**config.mk**
```make
export PLATFORM = sky130hd
export DESIGN_NAME = multi_port_fifo
export DESIGN_NICKNAME = d
export VERILOG_FILES = /design/src/rtl/fifo_pkg.sv /design/src/rtl/fifo_lane_count.sv /design/src/rtl/multi_port_fifo.sv
export SDC_FILE = /design/constraint.sdc
export NUM_CORES = 1
export LEC_CHECK = 0
export CAP_MARGIN = 0
export CORE_ASPECT_RATIO = 1.25
export CORE_MARGIN = 4
export CORE_UTILIZATION = 45
export DETAILED_ROUTE_END_ITERATION = 7
export SETUP_SLACK_MARGIN = 0.3
export SLEW_MARGIN = 20
export SYNTH_ARGS = -nofsm -noshare
export SYNTH_HDL_FRONTEND = slang
export SYNTH_SLANG_ARGS = --single-unit
```
**constraint.sdc**
```tcl
create_clock -name clk -period 7 [get_ports clk]
set_input_delay 1.4 -clock clk [delete_from_list [all_inputs] [get_ports clk]]
set_output_delay 1.4 -clock clk [all_outputs]
set_load 0.03 [all_outputs]
```
**src/rtl/fifo_pkg.sv**
```systemverilog
// Shared helpers for the multi-lane FIFO: lane-vector types, thermometer
// checks and the pointer/count width conventions derived from DEPTH.
package fifo_pkg;

  localparam int MAX_LANES = 4;

  typedef logic [MAX_LANES-1:0]           lane_vec_t;
  typedef logic [$clog2(MAX_LANES+1)-1:0] lane_cnt_t;

  function automatic int ptr_w(input int depth);
    return $clog2(depth);
  endfunction

  // One extra bit so that a completely full queue is representable.
  function automatic int cnt_w(input int depth);
    return $clog2(depth) + 1;
  endfunction

  // A thermometer vector has no 0 below a 1, so adding one carries cleanly
  // into the first zero and leaves no overlap with the original bits.
  function automatic logic is_therm(input lane_vec_t vec);
    return (vec & (vec + lane_vec_t'(1))) == '0;
  endfunction

  function automatic lane_cnt_t therm_cnt(input lane_vec_t vec);
    lane_cnt_t n;
    logic      run;
    n   = '0;
    run = 1'b1;
    for (int i = 0; i < MAX_LANES; i++) begin
      run = run & vec[i];
      if (run) n = n + lane_cnt_t'(1);
    end
    return n;
  endfunction

endpackage

```
**src/rtl/fifo_lane_count.sv**
```systemverilog
// Counts the contiguous low-order lanes where valid and ready both hold and
// flags any hole in either vector.
module fifo_lane_count
  import fifo_pkg::*;
#(
  parameter int LANES = 2
) (
  input  logic [LANES-1:0] i_valid,
  input  logic [LANES-1:0] i_ready,
  output lane_cnt_t        o_cnt,
  output logic             o_err
);

  lane_vec_t w_valid;
  lane_vec_t w_ready;

  always_comb begin
    w_valid              = '0;
    w_ready              = '0;
    w_valid[LANES-1:0]   = i_valid;
    w_ready[LANES-1:0]   = i_ready;
  end

  assign o_cnt = therm_cnt(w_valid & w_ready);
  assign o_err = !is_therm(w_valid) || !is_therm(w_ready);

endmodule

```
**src/rtl/multi_port_fifo.sv**
```systemverilog
// N-in/M-out show-ahead FIFO with per-lane ready/valid, one-cycle flush,
// almost-full watermark and a sticky lane-protocol error flag.
module multi_port_fifo
  import fifo_pkg::*;
#(
  parameter int WIDTH    = 32,
  parameter int DEPTH    = 16,
  parameter int PUSH_W   = 2,
  parameter int POP_W    = 2,
  parameter int AF_SLACK = 2
) (
  input  logic                          clk,
  input  logic                          reset_n,
  input  logic                          flush,
  input  logic [PUSH_W-1:0]             push_valid,
  input  logic [PUSH_W-1:0][WIDTH-1:0]  push_data,
  output logic [PUSH_W-1:0]             push_ready,
  output logic [POP_W-1:0]              pop_valid,
  output logic [POP_W-1:0][WIDTH-1:0]   pop_data,
  input  logic [POP_W-1:0]              pop_ready,
  output logic [$clog2(DEPTH):0]        count,
  output logic                          full,
  output logic                          empty,
  output logic                          almost_full,
  output logic                          proto_err
);

  localparam int PTR_W = ptr_w(DEPTH);
  localparam int CNT_W = cnt_w(DEPTH);

  typedef logic [PTR_W-1:0] ptr_t;
  typedef logic [CNT_W-1:0] cnt_t;

  logic [WIDTH-1:0] r_mem [DEPTH];
  ptr_t             r_wr_ptr;
  ptr_t             r_rd_ptr;
  cnt_t             r_count;
  logic             r_proto_err;

  lane_cnt_t         w_n_push;
  lane_cnt_t         w_n_pop;
  logic              w_push_err;
  logic              w_pop_err;
  logic [PUSH_W-1:0] w_wr_en;

  // Ready and valid come from the registered count only, so a write slot
  // can never be one that a same-cycle pop is still reading.
  for (genvar i = 0; i < PUSH_W; i++) begin : g_push
    assign push_ready[i] = r_count < cnt_t'(DEPTH - i);
    assign w_wr_en[i]    = !flush && (lane_cnt_t'(i) < w_n_push);
  end

  for (genvar i = 0; i < POP_W; i++) begin : g_pop
    assign pop_valid[i] = r_count > cnt_t'(i);
    assign pop_data[i]  = pop_valid[i] ? r_mem[r_rd_ptr + ptr_t'(i)] : '0;
  end

  fifo_lane_count #(.LANES(PUSH_W)) u_push_cnt (
    .i_valid (push_valid),
    .i_ready (push_ready),
    .o_cnt   (w_n_push),
    .o_err   (w_push_err)
  );

  fifo_lane_count #(.LANES(POP_W)) u_pop_cnt (
    .i_valid (pop_valid),
    .i_ready (pop_ready),
    .o_cnt   (w_n_pop),
    .o_err   (w_pop_err)
  );

  always_ff @(posedge clk) begin
    for (int i = 0; i < PUSH_W; i++) begin
      if (w_wr_en[i]) r_mem[r_wr_ptr + ptr_t'(i)] <= push_data[i];
    end
  end

  always_ff @(posedge clk or negedge reset_n) begin
    if (!reset_n) begin
      r_wr_ptr    <= '0;
      r_rd_ptr    <= '0;
      r_count     <= '0;
      r_proto_err <= 1'b0;
    end else begin
      if (w_push_err || w_pop_err) r_proto_err <= 1'b1;
      if (flush) begin
        r_wr_ptr <= '0;
        r_rd_ptr <= '0;
        r_count  <= '0;
      end else begin
        r_wr_ptr <= r_wr_ptr + ptr_t'(w_n_push);
        r_rd_ptr <= r_rd_ptr + ptr_t'(w_n_pop);
        r_count  <= r_count + cnt_t'(w_n_push) - cnt_t'(w_n_pop);
      end
    end
  end

  assign count       = r_count;
  assign full        = r_count == cnt_t'(DEPTH);
  assign empty       = r_count == '0;
  assign almost_full = r_count >= cnt_t'(DEPTH - AF_SLACK);
  assign proto_err   = r_proto_err;

endmodule

```
After elaboration in Yosys (flattened, before gate mapping)
Memories as Yosys holds them, arrays and structs flattened. Index checks and enable logic that the tools add are counted.

Bits in registers: 14. Bits in writable memories: 512. Input bits: 71. Output and inout port bits: 77. Word-level logic and storage cells: 73. Memories: 1.

$add $sub $neg: 16. Order comparisons: 7. Equality and inequality tests: 1. Muxes and demuxes: 17. Bitwise operators: 12. Reduce and logical (&&, ||, !) cells: 15.

Memories: r_mem (depth 16, bits a word 32, read ports 2, clocked after memory_dff 0, wr ports 2, RTL line multi_port_fifo.sv:34) `logic [WIDTH-1:0] r_mem [DEPTH];`.

Operators by type and width (number): 32-bit two-way mux (2); 3-bit by 1-bit adder with 3-bit output (second input constant) (6); 3-bit two-way mux (6); 2-bit by 4-bit AND with 4-bit output (4); 4-bit zero test (4); 2-bit by 1-bit adder with 3-bit output (second input constant) (4); 5-bit by 1-bit > comparator with 1-bit output (second input constant) (2); 4-bit by 1-bit adder with 4-bit output (second input constant) (2); 4-bit by 3-bit adder with 4-bit output (2); 4-bit two-way mux (2); 1-bit by 3-bit less-than comparator with 1-bit output (first input constant) (2); 1-bit two-way mux (6); 5-bit by 3-bit adder with 5-bit output (1); 5-bit equality test (second input constant) (1); 5-bit by 4-bit >= comparator with 1-bit output (second input constant) (1); 1-bit zero test (5); 5-bit zero test (1); 5-bit by 4-bit less-than comparator with 1-bit output (second input constant) (1); 5-bit less-than comparator (second input constant) (1); 5-bit two-way mux (1); 5-bit by 3-bit subtractor with 5-bit output (1); 1-bit AND (second input constant) (4); 2-bit AND (2); 1-bit logical OR (3); other kinds (2) (4).

Longest topological paths before layout
Gate-level depths: netlist of the first run.

Depth in word-level cells: 13. Mapped depth: 16. Depth with buffers taken out: 15.

Modules after synthesis
Synthesis of the first run repeated with hierarchy kept, for this count alone.

Cell total of the unflattened synthesis: 2076. Area total of the unflattened synthesis: 31386.4 sq um.

Modules (own cells, without submodules): multi_port_fifo (times used 1, cells each 2060, area each 31298.8 sq um, seq. area each 15725.1 sq um); fifo_lane_count (times used 2, cells each 8, area each 43.8 sq um, seq. area each 0.0 sq um).

Worst setup path before layout of the first run
OpenSTA, ideal clock, no wires.

Path kind: in2reg. Start point: input flush. End point: memory r_mem[4][0] (enable). Arrival time: 4.284 ns. Required time: 6.534 ns. Slack: 2.250 ns. Cell stages on the path: 4. Path buffers: 1. Path through: nor4b_2 > nand2b_1 > buf_4 > o21ai_0.

RTL lines: start, declared (RTL line multi_port_fifo.sv:14) `input logic flush,`; end, declared (RTL line multi_port_fifo.sv:34).

==> results.json, run 1 <==
{
  "synth_area_leaders": "edfxtp_1 (49%), mux4_2 (18%), mux2_2 (16%)",
  "grt_pass1_vias": 19510,
  "synth_edf_count": 512,
  "synth_compound_area_share_pct": 1.818,
  "yosysTopAreaCellShare_pct": 49.21,
  "fillCellCount": 5773,
  "maxSlewViolCount": 0,
  "crit_start": "count[2]",
  "gp_congestion": 0.7814,
  "timing.critical_path.to": "pop_data[32]",
  "antenna_found_initial": 5,
  "rr_startpoint": "count[4]",
  "synth.most_common_cell": "edfxtp_1",
  "track_usage_pct": 25.52,
  "p_total_mw": 12.25,
  "whs_ns": 0.4918,
  "start_util_pct": 45.58,
  "setup_tns_ns": 0,
  "cp.depth": 8,
  "wirelength_met1_um": 36580,
  "status": "completed",
  "pwr-share-seq_pct": 30.2,
  "h-tree-depth": 2,
  "p_switching_mw": 4.464,
  "design_area_mm2": 0.03512,
  "viasPerCell": 6.492,
  "p_leak_nw": 11.08,
  "ys_top_cells_by_count": "edfxtp_1 (512), mux2_2 (438), mux4_2 (256), mux2i_1 (128), clkbuf_1 (95)",
  "arrival_ns": 4.37,
  "min_period_ns": 5.775,
  "ios": 148,
  "holdCritStartpoint": "proto_err",
  "muxShareOfSynthArea_pct": 41.71,
  "vias": 18510,
  "die_area_mm2": 0.07373,
  "crit_chain": "inv_1 -> ha_1 -> and3b_1 -> o21ai_1 -> nand2_2 -> buf_4 -> o22ai_1 -> clkdlybuf4s50_1",
  "internal_power_mw": 7.788,
  "clock_sinks": 526,
  "slew_headroom_pct": 21.27,
  "critPathRequiredTime_ns": 5.60,
  "path_class": "reg -> out",
  "grt_pass1_wl_um": 137100,
  "wl_per_cell_um": 33.38,
  "die_h_um": 302.6,
  "ys_seq_area_share_pct": 50.33,
  "drt_iter0_markers": 1729,
  "ant_nets": 0,
  "p_sw_share_pct": 36.44,
  "comb_power_share_pct": 46.8,
  "ir_drop_uv": 243.0,
  "worst_slack_ns": 1.225,
  "power_frac_clock_pct": 23.0,
  "postCtsSetupRepairBufs": 0,
  "dp.cells": 2745,
  "yosysUniqueCellTypes": 44,
  "met2WireLength_um": 49170,
  "cts_tree": "yes",
  "clock_skew_ns": 0.02101,
  "synth_ff_type": "edfxtp_1",
  "cp-end-kind": "primary output",
  "ys.warnings.count": 0,
  "synth_top_family_by_area": "multiplexers",
  "critPathBufInv": 3,
  "cp_top_family": "buffers and inverters",
  "area_growth_syn_to_layout_pct": 12.42,
  "tightest_slew_ns": 1.177,
  "avgSynthCellArea_um2": 17.09,
  "wl_um": 95200,
  "period_share_pct": 82.50,
  "synth_xor_area_share_pct": 0.2483,
  "fin_nets": 1965,
  "top_layer": "met5",
  "reg2reg_to": "r_mem[15][14]",
  "rsz0062_at_grt": "no",
  "synth_cells": 1828,
  "num_rows": 107,
  "fmax_ghz": 0.1732,
  "grt_overflow": 0,
  "cap_viol_max_count": 0,
  "met3_length_um": 5932,
  "post_dp_cell_area_mm2": 0.03344,
  "grt_max_degree": 57,
  "yosys.area.top_type": "edfxtp_1",
  "clock_latency_ns": 0.63,
  "synthesis.area_mm2": 0.03124,
  "ys_ff_latch": 526,
  "multi_input_area_mm2": 0.01461,
  "fin_cells": 2852,
  "final-seq-area_mm2": 0.01574,
  "drt-pass1-iter-count": 8,
  "cts_root_buffer": "clkbuf_16",
  "worstPathMaxFanout": 21,
  "place_ws_ns": 1.824,
  "clk_path_buf_depth": 3,
  "worst_setup_path_start_kind": "flip-flop",
  "synth_nets": 1916,
  "hold_viol": 0,
  "final_util_pct": 51.24,
  "hold_path_class": "reg -> reg",
  "drive_gt1_share_pct": 47.63,
  "postCtsHoldBufs": 0,
  "drc": 0,
  "die_w_um": 243.7,
  "crit_slowest_cell": "clkdlybuf4s50_1",
  "cts_resized": 0,
  "cp_slowest_stage_delay_ns": 0.75,
  "placeableCoreArea_mm2": 0.06855,
  "r2r_slack_ns": 3.52,
  "powerDensity_mw_per_mm2": 348.9,
  "reg2reg_depth": 7,
  "finalSetupViolCount": 0,
  "yosys.area_share.simple_pct": 1.558,
  "port-buffer-count": 147,
  "async_flop_share_pct": 2.662,
  "cts_buffers": 56,
  "synth_adder_area_share_pct": 0.7770,
  "post-dp-hpwl_um": 54910,
  "cts.clk_slew.worst_paths_ns": 0.06
}
==> flip-flops by register name, indices dropped and copies added, names as in the netlist <==
signal / count
r_mem: 512
proto_err: 1
r_rd_ptr: 4
r_wr_ptr: 4
count: 5
==> cell families after synthesis <==
logic type                 after synthesis
muxes                                  896
DFF                                    526
xor gates and xnor gates                 8
and+or+nand+nor                         67
buffers and inverters                  222
adders and majority gates               17
AOI/OAI and AO/OA                       92
==> routing by layer <==
metal | vias to the layer above | track usage [%]
met1 | 9916 | 31.99
li1 | 7629 | -
met4 | 2 | 9.006
met3 | 172 | 4.155
met2 | 795 | 45.14
met5 | - | 0
==> worst reg2reg max path: cells and delay by family, from the launching register on <==
family | cells | cell delay [ns]
flip-flops | 1 | 0.47
AND/OR/NAND/NOR | 3 | 1.42
adder cells (fa/ha/maj) | 1 | 0.22
AO/OA/AOI/OAI | 1 | 0.33
buffers and inverters | 2 | 0.66
==> cells in the final DEF, fill, tap and decap left out, types with 3 or more instances in the layout <==
master           count
mux2_2             438
mux2_1              16
buf_4               49
diode_2              3
fa_1                 4
clkdlybuf4s50_1    147
mux2i_1            128
o21ai_4              8
mux4_2             256
nor2_1              10
o22ai_1             65
clkbuf_16           58
a21oi_1              6
nand2b_1             5
nor3_4               8
clkinv_2             6
dfrtp_1             11
ha_1                12
nand2_1              7
inv_1               14
edfxtp_1           512
clkbuf_1            23
mux2_4              58
nand3_1              3
dfrtp_4              3
xnor2_1              6
clkinv_1            15
a21o_2               3
nand3_2              7
nor2b_1              9
o21bai_4             5
==> layout make-up <==
type                            count  share of cell area (%)
Multi-Input combinational cell   1080                   41.60
Inverter                           15                  0.1603
Sequential cell                   526                   44.81
Antenna cell                        3                 0.02138
Tap cell                          926                   3.299
Clock inverter                     23                  0.3776
Timing Repair Buffer              198                   5.351
Clock buffer                       81                   4.378
==> power by group through the flow <==
stage	clock network (mW)	registers (mW)	logic, mW
after floorplan	0	3.70	4.03
after global placement	0	3.76	5.77
after detailed placement	0	3.76	5.80
after CTS	2.87	3.69	5.82
after global routing	2.99	3.71	6.09
final	2.82	3.70	5.74
==> worst min path at each step <==
stage	to	slack, ns	depth (start not counted)
after floorplan	r_rd_ptr[0]	0.61	2
after global placement	proto_err	0.46	1
after detailed placement	proto_err	0.48	1
after CTS	proto_err	0.49	1
after global routing	proto_err	0.52	1
final	proto_err	0.49	1
No activity file was read; power rests on OpenSTA's default activity.
==> inputs of run 2 (changes only) <==
==> constraint.sdc (replaced) <==
create_clock -name clk -period 5.45 [get_ports clk]
set_input_delay 1.09 -clock clk [delete_from_list [all_inputs] [get_ports clk]]
set_output_delay 1.09 -clock clk [all_outputs]
set_load 0.03 [all_outputs]
==> run 2 against run 1 <==
Against the previous run:
- wire length down 0.28%
- flip-flop and latch count unchanged
- combinational power is 33% higher
- die area unchanged
- sequential share of layout area decreased by 0.65 points
- register-to-register slack worse by 1.5 ns
- clock power rose by 41%
- cell area up 1.5%
- critical endpoint unchanged
==> results.json, run 2 (same netlist as run 1, synthesis figures left out) <==
{
  "cp_top_family": "multiplexers",
  "critPathRequiredTime_ns": 4.36,
  "place_ws_ns": 0.9603,
  "grt_max_degree": 136,
  "cts_tree": "yes",
  "port-buffer-count": 147,
  "clock_sinks": 526,
  "track_usage_pct": 25.49,
  "cp.depth": 6,
  "finalSetupViolCount": 0,
  "cts.clk_slew.worst_paths_ns": 0.06,
  "status": "completed",
  "layout_common_cells": "edfxtp_1 (512), mux2_2 (438), mux4_2 (256), clkdlybuf4s50_1 (147), mux2i_1 (128)",
  "setup_tns_ns": 0,
  "rsz0062_at_grt": "no",
  "crit_slowest_cell": "clkdlybuf4s50_1",
  "crit_chain": "ha_4 -> buf_12 -> mux4_2 -> mux2i_1 -> o22ai_1 -> clkdlybuf4s50_1",
  "hold_depth": 1,
  "ir_drop_uv": 438.2,
  "worst_setup_path_start_kind": "flip-flop",
  "critPathBufInv": 2,
  "slew_headroom_pct": 23.26,
  "min_period_ns": 5.030,
  "num_rows": 107,
  "arrival_ns": 3.94,
  "multi_input_area_mm2": 0.01463,
  "rr_startpoint": "count[4]",
  "top_register": "r_mem",
  "hold_path_class": "reg -> reg",
  "fin_nets": 1976,
  "cts_root_buffer": "clkbuf_16",
  "post-dp-hpwl_um": 55760,
  "clock_latency_ns": 0.63,
  "maxSlewViolCount": 0,
  "wl_per_cell_um": 33.10,
  "hold_viol": 0,
  "die_h_um": 302.6,
  "die_area_mm2": 0.07373,
  "gp_congestion": 0.8020,
  "clock_skew_ns": 0.01787,
  "crit_start": "r_rd_ptr[0]",
  "grt_pass1_vias": 19280,
  "antenna_found_initial": 4,
  "final_common_cell": "edfxtp_1",
  "area_growth_syn_to_layout_pct": 14.07,
  "cap_viol_max_count": 0,
  "p_leak_nw": 11.29,
  "grt_overflow": 0,
  "period_share_pct": 92.29,
  "path_class": "reg -> out",
  "ios": 148,
  "largest_reg_flops": 512,
  "wl_um": 94940,
  "drt-pass1-iter-count": 5,
  "grt_pass1_wl_um": 136900,
  "viasPerCell": 6.390,
  "drive_gt1_share_pct": 48.84,
  "start_util_pct": 45.58,
  "fmax_ghz": 0.1988,
  "worst_slack_ns": 0.4204,
  "fillCellCount": 5696,
  "cp-end-kind": "primary output",
  "cp_slowest_stage_delay_ns": 0.62,
  "reg2reg_depth": 7,
  "die_w_um": 243.7,
  "final-seq-area_mm2": 0.01574,
  "vias": 18330,
  "drc": 0,
  "clk_path_buf_depth": 3,
  "powerDensity_mw_per_mm2": 456.9,
  "ant_nets": 0,
  "placeableCoreArea_mm2": 0.06855,
  "holdCritStartpoint": "proto_err",
  "h-tree-depth": 2,
  "drt_iter0_markers": 1652,
  "tightest_slew_ns": 1.148,
  "cts_buffers": 57,
  "worstPathMaxFanout": 39
}
[run 2: final timing paths]
check / end / slack [ns]
max: pop_data[32] / 0.42
min: proto_err / 0.49
max reg2reg: r_mem[15][17] / 1.98
min reg2reg: proto_err / 0.49
max in group asynchronous: r_rd_ptr[0] / 4.09
min in group asynchronous: count[2] / 0.87
[run 2: power breakdown]
| part | internal, mW | switching, mW | total, mW | leakage, nW |
|---|---|---|---|---|
| clock network | 2.30 | 1.67 | 3.98 | 0.917 |
| logic | 3.50 | 4.11 | 7.61 | 5.59 |
| registers | 4.58 | 0.110 | 4.69 | 4.79 |
| total | 10.4 | 5.89 | 16.3 | 11.3 |
[run 2: cell type report]
class	instances	area share [%]
diodes	5	0.03511
clock buffers	69	4.129
clock inverters	39	1.173
inverters	15	0.1580
multi-input cells	1080	41.04
flip-flops and latches	526	44.16
well taps	926	3.251
repair buffers	208	6.053
[run 2: what timing repair did]
action | CTS | global route
setup endpoints to repair | 1 | 2
hold buffers | 0 | 0
resized for setup | 1 | 2
buffers inserted | 0 | 0
[run 2: per-stage QoR]
step	hold slack, ns	cells	utilization [%]	area [um2]	power [mW]
floorplan	0.6121	1828	-	31240	9.919
detailed placement	0.4689	2754	49.16	33700	12.44
finish	0.4920	2868	51.99	35640	16.28
global route	0.5263	2865	51.98	35630	16.97
CTS	0.4901	2862	51.93	35590	16.45
global placement	0.4671	2752	49.08	33640	12.42
[run 2: metal layers]
layer / up-vias / global-route usage (%) / wire (um)
met5: - / 0 / 13
li1: 7662 / - / -
met4: 2 / 8.323 / 3142
met1: 9785 / 32.77 / 37270
met2: 705 / 44.75 / 48790
met3: 173 / 3.827 / 5714
==> inputs of run 3 (changes only) <==
--- a/config.mk
+++ b/config.mk
@@ -15,3 +15,4 @@
 export SYNTH_ARGS = -nofsm -noshare
 export SYNTH_HDL_FRONTEND = slang
 export SYNTH_SLANG_ARGS = --single-unit
+export TNS_END_PERCENT = 1
==> run 3 against run 2 <==
Against the previous run:
- cell area barely moved
- highest routed layer unchanged
- critical endpoint is now pop_data[38]
- register-to-register slack hardly changed
- first-iteration DRC count down 2.7%
- clock-buffer cell count stayed put
==> results.json, run 3 (same netlist as run 1, synthesis figures left out) <==
{
  "status": "completed",
  "powerDensity_mw_per_mm2": 456.9,
  "p_sw_share_pct": 36.21,
  "critPathRequiredTime_ns": 4.36,
  "place_ws_ns": 0.9603,
  "arrival_ns": 3.96,
  "wl_per_cell_um": 33.05,
  "internal_power_mw": 10.38,
  "whs_ns": 0.4886,
  "reg2reg_to": "r_mem[15][18]",
  "ir_drop_uv": 438.7,
  "r2r_slack_ns": 1.99,
  "area_growth_syn_to_layout_pct": 14.03,
  "worstPathMaxFanout": 14,
  "grt_overflow": 0,
  "layout_common_cells": "edfxtp_1 (512), mux2_2 (438), mux4_2 (256), clkdlybuf4s50_1 (147), mux2i_1 (128)",
  "fin_nets": 1976,
  "drt-pass1-iter-count": 5,
  "rr_startpoint": "count[4]",
  "cts_root_buffer": "clkbuf_16",
  "hold_path_class": "reg -> reg",
  "post-dp-hpwl_um": 55760,
  "rsz0062_at_grt": "yes",
  "antenna_found_initial": 4,
  "clock_latency_ns": 0.63,
  "pwr-share-seq_pct": 28.8,
  "ant_nets": 0,
  "grt_pass1_vias": 19280,
  "num_rows": 107,
  "top_register": "r_mem",
  "crit_start": "count[2]",
  "start_util_pct": 45.58,
  "cts.clk_slew.worst_paths_ns": 0.06,
  "cts_buffers": 57,
  "reg2reg_depth": 7,
  "grt_pass1_wl_um": 136900,
  "min_period_ns": 5.045,
  "tightest_slew_ns": 1.154,
  "period_share_pct": 92.58,
  "fmax_ghz": 0.1982,
  "port-buffer-count": 147,
  "largest_reg_flops": 512,
  "clock_skew_ns": 0.01833,
  "fin_cells": 2867,
  "worst_setup_path_start_kind": "flip-flop",
  "cap_viol_max_count": 0,
  "grt_max_degree": 136,
  "cp-end-kind": "primary output",
  "die_area_mm2": 0.07373,
  "cp_slowest_stage_delay_ns": 0.75,
  "hold_depth": 1,
  "power_frac_clock_pct": 24.4,
  "worst_slack_ns": 0.4046,
  "crit_chain": "inv_1 -> ha_1 -> and3b_1 -> o21ai_1 -> nand2b_2 -> buf_4 -> o22ai_1 -> clkdlybuf4s50_1",
  "ios": 148,
  "drc": 0,
  "hold-path-endpoint": "proto_err",
  "crit_slowest_cell": "clkdlybuf4s50_1",
  "p_switching_mw": 5.894,
  "setup_tns_ns": 0,
  "vias": 18360,
  "dp.cells": 2754,
  "hold_viol": 0,
  "final_util_pct": 51.97,
  "h-tree-depth": 2,
  "die_h_um": 302.6,
  "clk_path_buf_depth": 3,
  "placeableCoreArea_mm2": 0.06855,
  "comb_power_share_pct": 46.8,
  "maxSlewViolCount": 0,
  "drive_gt1_share_pct": 48.79,
  "final_common_cell": "edfxtp_1",
  "slew_headroom_pct": 23.09,
  "die_w_um": 243.7,
  "postCtsSetupRepairBufs": 0,
  "drt_iter0_markers": 1607,
  "clock_sinks": 526,
  "gp_congestion": 0.8020,
  "holdCritStartpoint": "proto_err",
  "path_class": "reg -> out",
  "track_usage_pct": 25.49,
  "viasPerCell": 6.404,
  "finalSetupViolCount": 0,
  "cts_tree": "yes",
  "wl_um": 94760,
  "p_leak_nw": 11.29
}
[run 3: changes by cell type in the layout (fill, tap and decap cells not counted), sizes merged]
| cell | before | now |
|---|---|---|
| diode | 5 | 4 |
[run 3: cell type report]
type | count | area [um2]
Antenna cell | 4 | 10.01
Clock buffer | 69 | 1471
Clock inverter | 39 | 417.9
Fill cell | 5698 | 32920
Inverter | 15 | 56.30
Multi-Input combinational cell | 1080 | 14620
Sequential cell | 526 | 15740
Tap cell | 926 | 1159
Timing Repair Buffer | 208 | 2157
[run 3: per-stage QoR]
| step | power, mW | area, um2 |
|---|---|---|
| finish | 16.28 | 35620 |
| global route | 16.96 | 35620 |
| CTS | 16.45 | 35590 |
| detailed placement | 12.44 | 33700 |
| global placement | 12.42 | 33640 |
| floorplan | 9.919 | 31240 |
[run 3: power groups by stage]
stage,logic (mW),clock network [mW],registers [mW]
final,7.61,3.98,4.69
after global routing,8.03,4.22,4.70
after CTS,7.70,4.06,4.69
after detailed placement,7.67,0,4.77
after global placement,7.66,0,4.77
after floorplan,5.17,0,4.75
[run 3: layer usage]
| layer | vias up | share of wire (%) | track usage, % | routed length [um] |
|---|---|---|---|---|
| met5 | - | 0.014 | 0 | 13 |
| met4 | 2 | 3.5 | 8.323 | 3309 |
| met3 | 172 | 5.8 | 3.827 | 5516 |
| met2 | 717 | 51 | 44.75 | 48480 |
| met1 | 9808 | 40 | 32.77 | 37440 |
| li1 | 7662 | - | - | - |
[run 3: worst max-delay path by stage]
| stage | to |
|---|---|
| 2_1_floorplan | r_mem[4][0] |
| 3_3_place_gp | pop_data[47] |
| 3_5_place_dp | pop_data[47] |
| 4_1_cts | pop_data[35] |
| 5_1_grt | pop_data[38] |
| 6_report | pop_data[38] |
[run 3: critical path, delay by kind of cell, from the launching register on]
family                   cells  cell delay (ns)
AND/OR/NAND/NOR              2             0.64
flip-flops                   1             0.44
AO/OA/AOI/OAI                2             0.78
buffers and inverters        3             1.22
adder cells (fa/ha/maj)      1             0.23
[run 3: repair_timing]
item | 4_1_cts | 5_1_grt
gates resized for setup | 1 | 0
hold buffers | 0 | 0
endpoints found under the hold margin | 0 | 0
setup endpoints to repair | 1 | 2
